$ cat src/rtl/cache_mem_arbiter.sv
// Arbitrates the single off-chip block memory port between the I-cache and D-cache engines.
// One transaction at a time; completion is routed only to the owner; sticky hung-memory watchdog.
module cache_mem_arbiter #(
  parameter int unsigned ADDR_W    = 28,
  parameter int unsigned DATA_W    = 128,
  parameter int unsigned PRIO_MODE = 0,
  parameter int unsigned TIMEOUT   = 255
) (
  input  logic              clk,
  input  logic              rst,
  input  logic              i_read,
  input  logic [ADDR_W-1:0] i_addr,
  output logic              i_ready,
  output logic [DATA_W-1:0] i_rdata,
  input  logic              d_read,
  input  logic              d_write,
  input  logic [ADDR_W-1:0] d_addr,
  input  logic [DATA_W-1:0] d_wdata,
  output logic              d_ready,
  output logic [DATA_W-1:0] d_rdata,
  output logic              mem_read,
  output logic              mem_write,
  output logic [ADDR_W-1:0] mem_addr,
  output logic [DATA_W-1:0] mem_wdata,
  input  logic              mem_ready,
  input  logic [DATA_W-1:0] mem_rdata,
  output logic              err
);

  typedef enum logic [1:0] {StIdle, StGrantI, StGrantD, StDone} state_e;

  localparam logic [7:0] Tmo = 8'(TIMEOUT);

  state_e     state;
  logic       last_grant;
  logic [7:0] wcnt;
  logic       req_i;
  logic       req_d;
  logic       win_d;

  always_comb begin
    req_i = i_read;
    req_d = d_read | d_write;
    // Tie goes to D in priority mode, otherwise to whoever was not served last.
    win_d = req_d & (~req_i | (PRIO_MODE != 0) | ~last_grant);
  end

  assign i_ready = (state == StGrantI) & mem_ready;
  assign d_ready = (state == StGrantD) & mem_ready;
  assign i_rdata = mem_rdata;
  assign d_rdata = mem_rdata;

  always_ff @(posedge clk) begin
    if (rst) begin
      state      <= StIdle;
      last_grant <= 1'b0;
      wcnt       <= 8'd0;
      err        <= 1'b0;
      mem_read   <= 1'b0;
      mem_write  <= 1'b0;
      mem_addr   <= '0;
      mem_wdata  <= '0;
    end else begin
      unique case (state)
        StIdle: begin
          if (win_d) begin
            state     <= StGrantD;
            mem_addr  <= d_addr;
            mem_wdata <= d_wdata;
            mem_write <= d_write;
            mem_read  <= ~d_write;
          end else if (req_i) begin
            state     <= StGrantI;
            mem_addr  <= i_addr;
            mem_wdata <= '0;
            mem_write <= 1'b0;
            mem_read  <= 1'b1;
          end
        end
        StGrantI, StGrantD: begin
          if (mem_ready) begin
            mem_read   <= 1'b0;
            mem_write  <= 1'b0;
            last_grant <= (state == StGrantD);
            wcnt       <= 8'd0;
            state      <= StDone;
          end else if (wcnt != 8'hFF) begin
            // Transaction keeps waiting; the flag only reports the hang.
            wcnt <= wcnt + 8'd1;
            if (wcnt + 8'd1 == Tmo) err <= 1'b1;
          end
        end
        StDone:  state <= StIdle;
        default: state <= StIdle;
      endcase
    end
  end

endmodule

$ cat config.mk
export PLATFORM = sky130hd
export DESIGN_NAME = cache_mem_arbiter
export DESIGN_NICKNAME = d
export VERILOG_FILES = /design/src/rtl/cache_mem_arbiter.sv
export SDC_FILE = /design/constraint.sdc
export NUM_CORES = 1
export LEC_CHECK = 0
export CAP_MARGIN = 20
export CORE_AREA = 5 5 281 283
export DETAILED_ROUTE_END_ITERATION = 16
export DIE_AREA = 0 0 286 288
export GPL_ROUTABILITY_DRIVEN = 0
export RECOVER_POWER = 50
export SLEW_MARGIN = 20
export SYNTH_ARGS = -nofsm -noshare
export SYNTH_HDL_FRONTEND = slang
export SYNTH_SLANG_ARGS = --single-unit
$ cat constraint.sdc
create_clock -name clk -period 2 [get_ports clk]
set_clock_uncertainty 0.05 [all_clocks]
set_input_delay 0.3 -clock clk [delete_from_list [all_inputs] [get_ports clk]]
set_output_delay 0.3 -clock clk [all_outputs]
set_load 0.02 [all_outputs]
==> impl_results.md <==
- Library cell used as clock root buffer: sky130_fd_sc_hd__clkbuf_16
- Proportion of register bits with asynchronous set or reset after synthesis: 0
- Top_reg_cell synth: sky130_fd_sc_hd__dfxtp_1
- Total vias in the final route: 6,753
- Final antenna-violating net count: 0
- Maximum number of pins on one net before global-route repair: 98
- Vias per std cell: 3.35
- CP Max Fanout: 2
- Worst reg2reg startpoint: state[0]
- Post-CTS clock slew at the launch and capture registers of the worst setup and hold paths: 0.08 ns
- Critical Path Start: mem_wdata[26]
- Crit end category: output port
- Initial core utilization: 0.109
- Final Util: 0.156
- Place WS: -0.0657 ns
- Count of max-cap constraint violations: 0
- Deepest clock path buffer count: 2
- Number of instances in the synthesized netlist: 912
- Sequential element share of the synthesized area: 0.409
- Final count of hold timing violations: 0
- Distinct cells, synth: 41
- Std cell rows: 102
- Post-synth net total: 1,235
- Setup repair after global routing missed its margin: false
- Fmax achieved: 522 MHz
- Die outline height: 288 um
- Worst hold path endpoint: mem_wdata[7]
- Max incr delay on CP: 0.65 ns
- Power per cell area: 1300 nW/um^2
- Layout cells sized above 1: 0.0996
- Final wirelength: 39,800 um
- Number of enable flip-flop cells after synthesis: 0
- Period Utilization, post-route: 0.958
- Crit path launch type: flip-flop
- Leakage power: 4.16 nW
- Filler cells: 8,542
- Most numerous cell in the Yosys netlist: sky130_fd_sc_hd__buf_4
- Proportion of netlist area held by the largest area contributor: 0.409
- Starting DRC count in detailed routing: 261
- Count of cells along the worst register-to-register path: 6
- Top post-synthesis cells by count: 270 x sky130_fd_sc_hd__buf_4, 170 x sky130_fd_sc_hd__dfxtp_1, 162 x sky130_fd_sc_hd__nor2_1, 128 x sky130_fd_sc_hd__a22oi_1, 30 x sky130_fd_sc_hd__mux2i_1
- Number of antenna violations at the first check in global routing: 3
- Number of synthesis warnings: 0
- Post-CTS setup buffer count: 0
- Capturing point of the worst reg2reg path: wcnt[5]
- Biggest area contributors in the synthesized netlist: sky130_fd_sc_hd__dfxtp_1 41%, sky130_fd_sc_hd__buf_4 24%, sky130_fd_sc_hd__a22oi_1 12%
- Via count of the first global-routing pass: 7,007
- Setup TNS after final layout: 0 ns
- Total buffers and inverters traversed by the critical path: 1
- Pre-Repair DR Iteration Count: 5
- CTS buffer count: 17
- Number of nets in the layout: 1,334
- Horizontal die dimension: 286 um
- Layout overhead on the synthesized area: 43.0%
- Critical hold path startpoint: rst
- Worst hold-check path type: in2reg
- Worst slew margin: 0.589
- Hold path cells: 2
- Transition time at the pin with the least slew margin: 0.620 ns
- All-layer global routing usage: 0.0925
- Series of cell instances along the critical path: clkdlybuf4s50_1
- Drt drc: 0
- Mapped Area: 8320 um^2
- Detailed-route wire length per cell: 19.8 um
- Post-synth top area cell: sky130_fd_sc_hd__dfxtp_1
- Floorplan core area: 76,400 um^2
- Final setup viols: 0
- First-pass GRT wire length: 53,600 um
- I/O Buffers: 350
- Mean post-synth cell area: 9.13 um^2
- Slowest stage cell, crit path: sky130_fd_sc_hd__clkdlybuf4s50_1
- Number of H-tree branching levels: 4
- Worst R2R Setup Slack: 0.14 ns
- Dominant delay contributor by cell family on the critical path: buffers and inverters
- Clock insertion delay at the later pin of the skew report: 0.47 ns
- Overall overflow remaining after global route: 0
- Total power: 15.4 mW
- Clock sinks: 170
- Shortest period the worst path allows: 1.92 ns
- Final worst-path setup slack: 0.0840 ns
- Final Max Slew Viols: 0
- Arrival time of the worst setup path: 1.57 ns
- Maximum vdd drop: 0.773 mV
- CTS tree: yes
- Start-to-end type of the worst setup path: reg2out
- Status: finished, final reports clean
- Synthesized flop and latch total: 170
- Data required, critical path: 1.65 ns
- Top-level I/O count: 735
- Die area: 82,400 um^2
- Post-DP HPWL: 32,000 um
==> layout make-up <==
type | count | area [um^2] | area share
diodes | 2 | 5.00 | 0.000420
clock buffers | 17 | 425 | 0.0357
clock inverters | 15 | 180 | 0.0151
inverters | 8 | 30.0 | 0.00252
multi-input cells | 418 | 2650 | 0.223
flip-flops and latches | 170 | 3400 | 0.286
well taps | 988 | 1240 | 0.104
repair buffers | 396 | 3970 | 0.334
==> stage by stage <==
stage / hold slack [ns] / instances / area, um^2
detailed placement: 0.409 / 1980 / 11400
global placement: 0.396 / 1980 / 11400
global route: 0.0458 / 2012 / 11900
floorplan: 0.412 / 912 / 8320
CTS: 0.0221 / 2012 / 12000
finish: 0.0822 / 2014 / 11900
==> where the power goes <==
part	switching, mW	internal (mW)
Clock	1.80	1.79
Combinational	3.87	3.30
Sequential	0.472	4.19
Total	6.14	9.28
==> sequential cells by signal, summed over array words and instances, names as in the netlist <==
| register | cells |
|---|---|
| err | 1 |
| last_grant | 1 |
| mem_addr | 28 |
| mem_read | 1 |
| mem_wdata | 128 |
| mem_write | 1 |
| state | 2 |
| wcnt | 8 |
==> timing repair <==
item	CTS	global route
hold buffers	0	0
endpoints found under the setup margin	5	3
gates cloned	0	0
endpoints found under the hold margin	0	0
gates resized for setup	6	3
==> worst max-delay path by stage <==
stage / cells past startpoint / end
after global routing: 6 / wcnt[0]
final: 1 / mem_wdata[26]
after CTS: 1 / mem_wdata[26]
after global placement: 3 / d_ready
after detailed placement: 3 / i_ready
after floorplan: 6 / mem_read
==> routing by layer <==
layer	track usage	wire length [um]	vias to the layer above
met5	0.00595	70	-
met4	0.0462	1510	4
met3	0.0876	7860	53
met2	0.149	18400	668
met1	0.0756	12000	2966
li1	-	-	3062
==> layout by cell type, fill, tap and decap left out, drive strengths merged, types with 3 or more instances in the layout <==
cell type	netlist	final
inv	8	14
a22oi	128	128
clkbuf	21	25
dlygate4sd2	0	3
clkdlybuf4s50	0	340
clkinv	0	6
and3	3	3
dfxtp	170	170
nor2	162	162
nand3	8	8
mux2i	30	30
a31o	3	3
a21oi	9	9
a211oi	33	33
nand2	9	9
ha	5	5
buf	295	44
o21ai	5	5
==> cell families after synthesis <==
| logic type | share of synthesized area |
|---|---|
| buffers and inverters | 0.272 |
| AOI/OAI and AO/OA | 0.177 |
| DFF | 0.409 |
| adders and majority gates | 0.00752 |
| and+or+nand+nor | 0.0959 |
| xor gates and xnor gates | 0.00210 |
| muxes | 0.0361 |
Power figures use the tool's default switching activity.
